[config.mk]
export PLATFORM = sky130hd
export DESIGN_NAME = tx_source_scheduler_flat
export DESIGN_NICKNAME = d
export VERILOG_FILES = /design/src/rtl/tx_source_scheduler_if.sv /design/src/rtl/tx_source_scheduler.sv /design/src/flat_wrapper.sv
export SDC_FILE = /design/constraint.sdc
export NUM_CORES = 1
export LEC_CHECK = 0
export CAP_MARGIN = 25
export CELL_PAD_IN_SITES_DETAIL_PLACEMENT = 1
export CELL_PAD_IN_SITES_GLOBAL_PLACEMENT = 2
export CORE_MARGIN = 3
export CORE_UTILIZATION = 40
export DETAILED_ROUTE_END_ITERATION = 12
export DONT_BUFFER_PORTS = 1
export PLACE_DENSITY_LB_ADDON = 0.05
export RECOVER_POWER = 25
export SLEW_MARGIN = 20
export SYNTH_ARGS = -nofsm -noshare
export SYNTH_HDL_FRONTEND = slang
export SYNTH_SLANG_ARGS = --single-unit
[constraint.sdc]
create_clock -name clk -period 5.7 [get_ports clk]
set_clock_uncertainty 0.1 [all_clocks]
set_input_delay 0.855 -clock clk [delete_from_list [all_inputs] [get_ports clk]]
set_output_delay 0.855 -clock clk [all_outputs]
set_load 0.05 [all_outputs]
[src/rtl/tx_source_scheduler_if.sv]
// Requester-side bus of the transmit source scheduler: request/word inputs,
// ack pulses, mux select and the serial line.
interface tx_source_scheduler_if #(
  parameter int unsigned W = 8
);
  logic [3:0]     req;
  logic [4*W-1:0] data_in;
  logic [3:0]     ack;
  logic [1:0]     mux_sel;
  logic           busy;
  logic           tx;

  modport slave  (input req, data_in, output ack, mux_sel, busy, tx);
  modport master (output req, data_in, input ack, mux_sel, busy, tx);
endinterface

[src/rtl/tx_source_scheduler.sv]
// Round-robin grant of four requesters onto one UART-style serial line:
// start bit, W data bits LSB-first, stop bit, CLKS_PER_BIT clocks per bit.
module tx_source_scheduler #(
  parameter int unsigned W            = 8,
  parameter int unsigned CLKS_PER_BIT = 4
) (
  input  logic                   clk,
  input  logic                   rstb,
  tx_source_scheduler_if.slave   bus
);
  localparam int unsigned BIT_CNT_W = $clog2(W + 1);
  localparam int unsigned CLK_CNT_W = $clog2(CLKS_PER_BIT + 1);

  typedef enum logic [1:0] {S_IDLE, S_START, S_DATA, S_STOP} state_e;

  state_e               state_q,   state_d;
  logic [W-1:0]         shift_q,   shift_d;
  logic [BIT_CNT_W-1:0] bit_cnt_q, bit_cnt_d;
  logic [CLK_CNT_W-1:0] clk_cnt_q, clk_cnt_d;
  logic [1:0]           last_q,    last_d;
  logic [1:0]           sel_q,     sel_d;
  logic [3:0]           ack_q,     ack_d;
  logic                 busy_q,    busy_d;
  logic                 tx_q,      tx_d;

  logic [1:0] winner_c;
  logic       found_c;
  logic       bit_end_c;

  // First requester after the last grant, wrapping modulo 4.
  always_comb begin
    logic [1:0] idx;
    idx      = '0;
    winner_c = '0;
    found_c  = 1'b0;
    for (int k = 1; k <= 4; k++) begin
      idx = last_q + 2'(k);
      if (!found_c && bus.req[idx]) begin
        winner_c = idx;
        found_c  = 1'b1;
      end
    end
  end

  assign bit_end_c = (clk_cnt_q == CLK_CNT_W'(CLKS_PER_BIT - 1));

  always_ff @(posedge clk or negedge rstb) begin
    if (!rstb) begin
      state_q   <= S_IDLE;
      shift_q   <= '0;
      bit_cnt_q <= '0;
      clk_cnt_q <= '0;
      last_q    <= 2'd3;
      sel_q     <= '0;
      ack_q     <= '0;
      busy_q    <= 1'b0;
      tx_q      <= 1'b1;
    end else begin
      state_q   <= state_d;
      shift_q   <= shift_d;
      bit_cnt_q <= bit_cnt_d;
      clk_cnt_q <= clk_cnt_d;
      last_q    <= last_d;
      sel_q     <= sel_d;
      ack_q     <= ack_d;
      busy_q    <= busy_d;
      tx_q      <= tx_d;
    end
  end

  always_comb begin
    state_d   = state_q;
    shift_d   = shift_q;
    bit_cnt_d = bit_cnt_q;
    clk_cnt_d = clk_cnt_q;
    last_d    = last_q;
    sel_d     = sel_q;
    ack_d     = '0;
    busy_d    = busy_q;
    tx_d      = tx_q;

    unique case (state_q)
      S_IDLE: begin
        tx_d = 1'b1;
        if (found_c) begin
          sel_d     = winner_c;
          shift_d   = bus.data_in[32'(winner_c) * W +: W];
          ack_d     = 4'b0001 << winner_c;
          last_d    = winner_c;
          busy_d    = 1'b1;
          tx_d      = 1'b0;
          clk_cnt_d = '0;
          bit_cnt_d = '0;
          state_d   = S_START;
        end
      end
      S_START: begin
        if (bit_end_c) begin
          clk_cnt_d = '0;
          tx_d      = shift_q[0];
          state_d   = S_DATA;
        end else begin
          clk_cnt_d = clk_cnt_q + CLK_CNT_W'(1);
        end
      end
      S_DATA: begin
        if (bit_end_c) begin
          clk_cnt_d = '0;
          if (bit_cnt_q == BIT_CNT_W'(W - 1)) begin
            tx_d    = 1'b1;
            state_d = S_STOP;
          end else begin
            shift_d   = shift_q >> 1;
            tx_d      = shift_d[0];
            bit_cnt_d = bit_cnt_q + BIT_CNT_W'(1);
          end
        end else begin
          clk_cnt_d = clk_cnt_q + CLK_CNT_W'(1);
        end
      end
      S_STOP: begin
        if (bit_end_c) begin
          clk_cnt_d = '0;
          busy_d    = 1'b0;
          state_d   = S_IDLE;
        end else begin
          clk_cnt_d = clk_cnt_q + CLK_CNT_W'(1);
        end
      end
      default: state_d = S_IDLE;
    endcase
  end

  assign bus.ack     = ack_q;
  assign bus.mux_sel = sel_q;
  assign bus.busy    = busy_q;
  assign bus.tx      = tx_q;
endmodule

[src/flat_wrapper.sv]
// flat-port wrapper written by rule: the top's interface ports become plain ports
module tx_source_scheduler_flat 
#(
  parameter int unsigned W            = 8,
  parameter int unsigned CLKS_PER_BIT = 4
)
  (clk, rstb, bus_req, bus_data_in, bus_ack, bus_mux_sel, bus_busy, bus_tx);
  tx_source_scheduler_if #(.W(W)) bus_i ();
  input  logic clk;
  input  logic rstb;
  input wire logic [$bits(bus_i.req)-1:0] bus_req;
  input wire logic [$bits(bus_i.data_in)-1:0] bus_data_in;
  output wire logic [$bits(bus_i.ack)-1:0] bus_ack;
  output wire logic [$bits(bus_i.mux_sel)-1:0] bus_mux_sel;
  output wire logic [$bits(bus_i.busy)-1:0] bus_busy;
  output wire logic [$bits(bus_i.tx)-1:0] bus_tx;
  assign bus_i.req = bus_req;
  assign bus_i.data_in = bus_data_in;
  assign bus_ack = bus_i.ack;
  assign bus_mux_sel = bus_i.mux_sel;
  assign bus_busy = bus_i.busy;
  assign bus_tx = bus_i.tx;
  tx_source_scheduler #(.W(W), .CLKS_PER_BIT(CLKS_PER_BIT)) u_core (.clk(clk), .rstb(rstb), .bus(bus_i));
endmodule
==> results of run 1 <==
==> power by group through the flow <==
stage	combinational, W	sequential (W)	clock (W)
after floorplan	0.0000220	0.000195	0
final	0.0000253	0.000192	0.000116
after detailed placement	0.0000253	0.000195	0
after global routing	0.0000285	0.000192	0.000125
after global placement	0.0000246	0.000195	0
after CTS	0.0000254	0.000192	0.000118
==> cell usage in the layout (no fill, tap or decap), types with 2 or more instances in the layout <==
master and count:
nor2b_1 3, nand3_1 5, o21ai_0 8, clkbuf_8 3, nand2_1 16, dfrtp_1 24
ha_1 7, nand2b_1 6, o21a_1 10, dfstp_2 3, and3_1 2, nor3_2 2
mux2_2 2, a211oi_2 2, o211ai_1 9, o2111ai_1 7, nor2_1 13, a21oi_1 12
o31ai_1 17, nand3b_1 2, inv_1 11, o221a_2 7, and2b_1 2
==> cell type report <==
class,instances,area share [%]
clock buffers,3,2.147
clock inverters,1,0.3904
inverters,11,2.147
multi-input cells,154,56.60
flip-flops and latches,27,35.33
well taps,52,3.383
==> flip-flops by register name, indices dropped and copies added, names as in the netlist <==
register            flops
u_core.bit_cnt_q        4
u_core.bus.ack          4
u_core.bus.busy         1
u_core.bus.mux_sel      2
u_core.bus.tx           1
u_core.clk_cnt_q        3
u_core.last_q           2
u_core.shift_q          8
u_core.state_q          2
==> routing by layer <==
metal	up-vias	global-route usage [%]	wire, µm
li1	769	-	-
met2	29	33.76	2517
met3	5	3.649	193
met5	-	0	0
met1	763	26.61	2309
met4	0	4.225	41
==> path summary, 6_finish.rpt <==
| kind | startpoint | slack, ns | cells past startpoint | to |
|---|---|---|---|---|
| setup / recovery | u_core.state_q[0]$_DFFE_PN0P_ | 2.70 | 6 | u_core.shift_q[7]$_DFFE_PN0P_ |
| hold / removal | rstb | 0.15 | 0 | u_core.clk_cnt_q[0]$_DFFE_PN0P_ |
| setup reg to reg | u_core.state_q[0]$_DFFE_PN0P_ | 2.70 | 6 | u_core.shift_q[7]$_DFFE_PN0P_ |
| hold reg to reg | u_core.bit_cnt_q[3]$_DFFE_PN0P_ | 0.38 | 1 | u_core.bit_cnt_q[3]$_DFFE_PN0P_ |
| max in group asynchronous | rstb | 5.17 | 0 | u_core.last_q[0]$_DFFE_PN1P_ |
| min in group clk | u_core.bit_cnt_q[3]$_DFFE_PN0P_ | 0.38 | 1 | u_core.bit_cnt_q[3]$_DFFE_PN0P_ |
==> through the flow <==
step / utilization [%] / worst slack [ns] / area (µm²)
finish: 43.57 / 2.701 / 1923
global route: 43.57 / 2.472 / 1923
CTS: 43.57 / 2.703 / 1923
detailed placement: 42.46 / 2.731 / 1874
global placement: 42.46 / 2.871 / 1874
floorplan: - / 3.283 / 1859
==> kinds of logic after synthesis <==
kind of cell | share of synthesized area (%)
AO/OA/AOI/OAI | 35.13
AND/OR/NAND/NOR | 16.15
flip-flops | 36.54
buffers and inverters | 4.913
adder cells (fa/ha/maj) | 4.710
multiplexers | 2.557
==> metrics, run 1 <==
CTS buffer count 3; overall power 0.0003329 W; Comb pwr share 7.6%; Synth top area share 32.30%; CTS H-tree lvls 1; FILL cells 521; Syn Nets 246; Clock Tree Buf Depth 2; CTS Sinks 27; number of synthesized flops with an enable pin 0; register area 679.4 µm²; crit-path leading delay family compound AO/OA/AOI/OAI gates; Mapped Area 0.001859 mm²; PwrDens 173.1 mW/mm²; fin nets 242; CP endpoint kind register; Cells after Synth 201; Hold WC Path Type in -> async; non-filler instance count after layout 248; drt first pass iters 4; CP Max Fanout 24; layout cells sized above 1 12.76%; CTS tree done; top cells by count, synth dfrtp_1 (24), o31ai_1 (17), nand2_1 (16); CORE AREA 0.004414 mm²; Syn-to-layout area delta 3.432%; outcome finished clean; Syn. warnings 0; placed insts 244; critical path class reg -> reg; Avg Inst Size Synth 9.250 µm²; RSZ-0062 raised after global routing false; first-pass GRT wire length 8.480 mm; GRT Resource Usage Total 19.94%; MaxCap Viol Count 0; Initial Util 42.12%; Worst Tran Pin Value 0.9143 ns; port buffer count 0; root buffer cell clkbuf_8; post-synthesis sequential area ratio 36.54%; Pint 0.0002506 W; Static Leak 0.7748 nW; Psw 0.00008226 W; slowest stage cell, crit path a21oi_1; min Tclk post-route 2.999 ns; Async SR Flop Fraction 100.0%; Post-CTS Resized 0; Die Span Y 74.18 µm; total number of vias 1566; switching share of power 24.71%; Worst setup SP type register; die area 0.005502 mm²; Initial DRC Count 54; Seq cells post-synth 27; clock share of power 34.9%; synth unique cells 48; Top-Level Pins 46; largest net degree at the start of global routing 28; CP Cell Sequence inv_1 -> ha_1 -> nand3_1 -> a21oi_1 -> nor2b_1 -> a311o_1; worst vdd ir 0.00008794 V; maximum clock rate 333.4 MHz; antenna cells 0; # Post-CTS Setup Buffers 0; hold-fix buffers at CTS 0; final setup fails 0; CP arrival 3.07 ns; detailed placement HPWL 3.920 mm; CTS clock-pin slew for the worst setup and hold paths 0.10 ns; Max Slew Vio Count 0; period utilization 52.62%; Worst EP required 5.77 ns; initial antenna violation count 0; Final ANT Viol Nets 0; Post-synth top flop dfrtp_1; setup TNS 0 ns; sequential share of power 57.6%; Die W 74.18 µm; multi-input logic area 0.001089 mm²; routed length per placed instance 20.41 µm; final wirelength 5.062 mm; Hold Violations, Final 0; top area cells in the synthesized netlist dfrtp_1 (32%), o31ai_1 (6.9%), ha_1 (4.7%), dfstp_2 (4.2%), o221a_2 (4.2%); vias in the first global route 1729; row cnt 24; GPL Wtd Cong 0.7612; Worst path max stage delay 0.80 ns; Rel. slew slack 39.05%; hold slack 0.1540 ns; most frequent cell after synthesis dfrtp_1; Worst-Skew Late Latency 0.28 ns; cell taking the most area after synthesis dfrtp_1; Vias/cell 6.315; drc violations 0; Bufs and invs on worst path 1; GRT overflow 0
Note: power is estimated with default switching activity, not from simulation.
==> run 2: changes to the inputs <==
Settings changed: CORE_UTILIZATION 40 to 34.
Clock period 5.7 ns to 2.72 ns, I/O delays scaled along.
==> metrics, run 2 (synthesis gave the netlist of run 1 again) <==
CP endpoint kind register; CTS H-tree lvls 1 (unchanged); antenna cells 0 (unchanged); total number of vias 1604 (+2.4%); most frequent cells in the layout dfrtp_1 (24), o31ai_1 (17), nand2_1 (16); row cnt 26 (+8.3%); period utilization 81.76% (+29 points); GRT overflow 0 (unchanged); overall power 0.0007042 W (+110%); Post-CTS Resized 0 (unchanged); Post-Place Worst Slack 0.4886 ns (-2.242 ns); violations in the final reports max-capacitance violations, max-slew violations; reg2reg end u_core.shift_q[7]$_DFFE_PN0P_; min Tclk post-route 2.224 ns (-0.7752 ns); Pint 0.0005271 W (+110%); final setup fails 0 (unchanged); MaxCap Viol Count 1 (+1); GPL Wtd Cong 0.8089 (+6.3%); hold depth 4; largest net degree at the start of global routing 28 (unchanged); CTS Sinks 27 (unchanged); max reg flops 8 (unchanged); routed length per placed instance 19.29 µm (-5.5%); outcome complete, but fails checks; worst vdd ir 0.0001449 V (+65%); Worst-Skew Late Latency 0.28 ns (about the same); port buffer count 0 (unchanged); detailed placement HPWL 4.143 mm (+5.7%); non-filler instance count after layout 275 (+11%); Die Span Y 79.95 µm (+7.8%); switching share of power 25.15% (+0.44 points); final wirelength 5.305 mm (+4.8%); PwrDens 350.4 mW/mm² (+100%); initial antenna violation count 0 (unchanged); Top-Level Pins 46 (unchanged); CORE AREA 0.005205 mm² (+18%); Max Slew Vio Count 28 (+28); Worst Tran Pin Value 1.556 ns (+0.6417 ns); FILL cells 637 (+22%); maximum clock rate 449.6 MHz (+35%); Die W 79.95 µm (+7.8%); commonest non-fill, non-tap cell in the layout dfrtp_1; root buffer cell clkbuf_8; placed insts 269 (+10%); Hold WC Path Type in -> reg; Comb pwr share 9.4% (+1.8 points); worst r2r src u_core.last_q[0]$_DFFE_PN1P_; Layout Utilization 38.61% (-5.0 points); die area 0.006392 mm² (+16%); CTS buffer count 3 (unchanged); r2r worst-path depth 5 (-1); RSZ-0062 raised after global routing false; Hold Path Sink u_core.bus.tx$_DFFE_PN1P_; layout cells sized above 1 15.61% (+2.9 points); Final ANT Viol Nets 0 (unchanged); Initial DRC Count 43 (-20%); Worst EP required 2.79 ns (-2.98 ns); GRT Resource Usage Total 17.45% (-2.5 points); Hold Violations, Final 0 (unchanged); critical path class reg -> reg; Rel. slew slack -3.737% (-43 points); reg-to-reg slack, setup 0.50 ns (-2.20 ns); Initial Util 35.72% (-6.4 points); fin nets 251 (+3.7%); CTS clock-pin slew for the worst setup and hold paths 0.10 ns (about the same); CP arrival 2.29 ns (-0.78 ns); Vias/cell 5.833 (-7.6%); Worst setup SP type register; Static Leak 0.8184 nW (+5.6%); Clock Tree Buf Depth 2 (unchanged); Hold Startpoint bus_req[2]; Largest Register u_core.shift_q; setup TNS 0 ns (unchanged); Setup WS post-layout 0.4960 ns (-2.205 ns); sequential share of power 57.0% (-0.6 points); CTS tree done; clock share of power 33.6% (-1.3 points); Syn-to-layout area delta 8.076%; drc violations 0 (unchanged); vias in the first global route 1818 (+5.1%); drt first pass iters 4 (unchanged); # Post-CTS Setup Buffers 0 (unchanged); first-pass GRT wire length 8.811 mm (+3.9%); CP Max Fanout 7 (-71%); Psw 0.0001771 W (+120%)
==> run 2: cell count changes in the layout (fill, tap and decap cells not counted) <==
cell / delta
clkinv_2: +1
buf_4: +7
clkbuf_1: +1
clkinvlp_4: -1
dlygate4sd3_1: +1
==> run 2: stage by stage <==
step / hold WS (ns) / cell area, µm²
finish: 0.3063 / 2009
detailed placement: 0.01333 / 1949
floorplan: 0.01241 / 1859
global placement: 0.01320 / 1949
CTS: 0.3054 / 2026
global route: 0.3177 / 2009
==> run 2: final cells by class <==
type                            count  area, µm²  area share (%)
Clock inverter                      1      5.005          0.2491
Tap cell                           70      87.58           4.359
Multi-Input combinational cell    154       1089           54.17
Clock buffer                        3      41.29           2.055
Sequential cell                    27      679.4           33.81
Inverter                           11      41.29           2.055
Timing Repair Buffer                9      66.31           3.300
==> run 2: worst max-delay path by stage <==
stage                                        startpoint  cells after the start  slack, ns                       endpoint
after floorplan            u_core.last_q[0]$_DFFE_PN1P_                      6       0.60  u_core.shift_q[7]$_DFFE_PN0P_
after global placement     u_core.last_q[0]$_DFFE_PN1P_                      5       0.55  u_core.shift_q[7]$_DFFE_PN0P_
after detailed placement   u_core.last_q[0]$_DFFE_PN1P_                      5       0.49  u_core.shift_q[7]$_DFFE_PN0P_
after CTS                  u_core.last_q[0]$_DFFE_PN1P_                      5       0.47  u_core.shift_q[7]$_DFFE_PN0P_
after global routing      u_core.state_q[0]$_DFFE_PN0P_                      6       0.33  u_core.shift_q[3]$_DFFE_PN0P_
final                      u_core.last_q[0]$_DFFE_PN1P_                      5       0.50  u_core.shift_q[7]$_DFFE_PN0P_
==> run 2: layer usage <==
metal	global-route usage, %	share of wire [%]
met1	23.22	48
met2	29.06	47
met5	0	0
met4	4.223	0.94
met3	3.273	3.6
==> run 2: worst max-delay path, cell delays in order, from the launching register on <==
cell and delay (ns):
dfstp_2 0.57, and2b_1 0.22, o21a_1 0.30, nor3_2 0.26, mux2_4 0.33, a311o_1 0.34
==> run 2: power groups by stage <==
stage / Combinational (W) / Clock [W] / Sequential [W]
global placement: 0.0000564 / 0 / 0.000409
detailed placement: 0.0000572 / 0 / 0.000409
global route: 0.0000736 / 0.000263 / 0.000401
floorplan: 0.0000461 / 0 / 0.000409
finish: 0.0000660 / 0.000237 / 0.000401
CTS: 0.0000711 / 0.000249 / 0.000401
==> run 2: what timing repair did <==
item                                    4_1_cts  5_1_grt
hold buffers                                  2        0
endpoints found under the setup margin        0        0
endpoints found under the hold margin        27        0
==> RTL edit: new RTL, settings of run 2 <==
`CLKS_PER_BIT` is set to 4 in 2 places; all go to 2.
--- a/src/rtl/tx_source_scheduler.sv
+++ b/src/rtl/tx_source_scheduler.sv
@@ -2,7 +2,7 @@
 // start bit, W data bits LSB-first, stop bit, CLKS_PER_BIT clocks per bit.
 module tx_source_scheduler #(
   parameter int unsigned W            = 8,
-  parameter int unsigned CLKS_PER_BIT = 4
+  parameter int unsigned CLKS_PER_BIT = 2
 ) (
   input  logic                   clk,
   input  logic                   rstb,
--- a/src/flat_wrapper.sv
+++ b/src/flat_wrapper.sv
@@ -2,7 +2,7 @@
 module tx_source_scheduler_flat 
 #(
   parameter int unsigned W            = 8,
-  parameter int unsigned CLKS_PER_BIT = 4
+  parameter int unsigned CLKS_PER_BIT = 2
 )
   (clk, rstb, bus_req, bus_data_in, bus_ack, bus_mux_sel, bus_busy, bus_tx);
   tx_source_scheduler_if #(.W(W)) bus_i ();
Formal check against the unedited RTL: not equivalent (Yosys sat finds a counterexample within 4 cycles, from zero or initial values and one cycle with rstb low).
==> RTL edit against run 2 <==
  * Sequential cell count is 1 lower
  * Utilization is 0.11 points lower
  * Worst setup slack got worse by 0.076 ns
  * Design area rose by 6.8%
  * Maximum frequency fell by 3.3%
  * Wire length increased by 0.26%
  * Die area increased by 6.3%
  * Synthesized area increased by 6.9%
  * Sequential share of layout area down 3.3 points
Power is left out: it rests on default switching activity, and per cell area and clock period it moved more than threefold.
==> RTL edit: results (changes against run 2) <==
metric,value,unit,change
Tot GR Track Use,16.6,%,was 17.4%
Finished Layout Cells,271,,was 275
Worst Max-Slew Pin Slew,1.46,ns,was 1.56 ns
Critical path origin,u_core.last_q[1],,was u_core.last_q[0]
DR WL/cell,19.6,um,was 19.3 um
fraction of layout cells with a size suffix above 1,23.7,%,was 15.6%
Cell variety after synth,51,,was 48
Post-Route M1 WL,2390,um,was 2560 um
DR WL met3,156,um,was 192 um
vias in the first global route,1655,,was 1818
FF-to-FF End,u_core.shift_q[6],,was u_core.shift_q[7]
post-synthesis cell count,196,,was 201
post-synthesis sequential area ratio,32.9,%,was 36.5%
metal2 WL,2740,um,was 2500 um
hold depth,2,,was 4
initial antenna violation count,1,,was 0
placed cell count,264,,was 269
post-DP HPWL,4060,um,was 4140 um
Syn Nets,241,,was 246
r2r setup slk,0.42,ns,was 0.50 ns
DR vias,1526,,was 1604
status,completed,,was finished with violations
Worst EP arrival,2.38,ns,was 2.29 ns
critical path peak fanout,14,,was 7
gp weighted congestion,0.827,,was 0.809
top post-synthesis cells by count,"dfrtp_1, nor2_1, a21oi_1, o21ai_0, nand2b_1",,"was dfrtp_1, o31ai_1, nand2_1, nor2_1, a21oi_1"
M2 GR Usage,28.4,%,was 29.1%
[RTL edit: kinds of logic (layout without fill, tap and decap cells)]
logic type                 Yosys count  count (layout)  share of synthesized area, %
other                                0               1                             0
muxes                                9               9                          5.23
adders and majority gates            7               7                          4.41
and+or+nand+nor                     71              71                          26.3
buffers and inverters               17              19                          4.91
DFF                                 26              26                          32.9
AOI/OAI and AO/OA                   66              66                          26.3
[RTL edit: repair_timing]
action / CTS / global route
hold buffers: 2 / 0
setup buffers: 0 / 0
endpoints found under the hold margin: 26 / 0
[RTL edit: stage by stage]
stage | instance area, sq um | setup slack, ns | hold WS (ns)
5_1_grt | 2150 | 0.249 | 0.277
3_5_place_dp | 2060 | 0.439 | 0.0134
3_3_place_gp | 2060 | 0.485 | 0.0133
4_1_cts | 2160 | 0.409 | 0.267
6_report | 2150 | 0.420 | 0.270
2_1_floorplan | 1990 | 0.793 | 0.0124
[RTL edit: worst min-delay path by stage]
stage / from / endpoint
after floorplan: rstb / u_core.bit_cnt_q[0]
after global placement: rstb / u_core.state_q[1]
after detailed placement: rstb / u_core.bus.ack[1]
after CTS: bus_req[2] / u_core.bus.ack[3]
after global routing: bus_req[2] / u_core.bus.ack[3]
final: bus_req[2] / u_core.bus.ack[3]
[RTL edit: cell type report]
type	count	area (sq um)
multi-input combinational	153	1230
tap	72	90.1
inverter	5	18.8
antenna	1	2.50
fill	639	3430
clock inverter	1	30.0
timing repair buffer	10	73.8
sequential	26	654
clock buffer	3	41.3
[RTL edit: critical path, cell delays in order (launching register included)]
cell      delay [ns]
dfstp_2         0.64
mux2i_4         0.09
o21ai_2         0.68
nor2_8          0.15
mux2i_1         0.22
a311oi_2        0.31
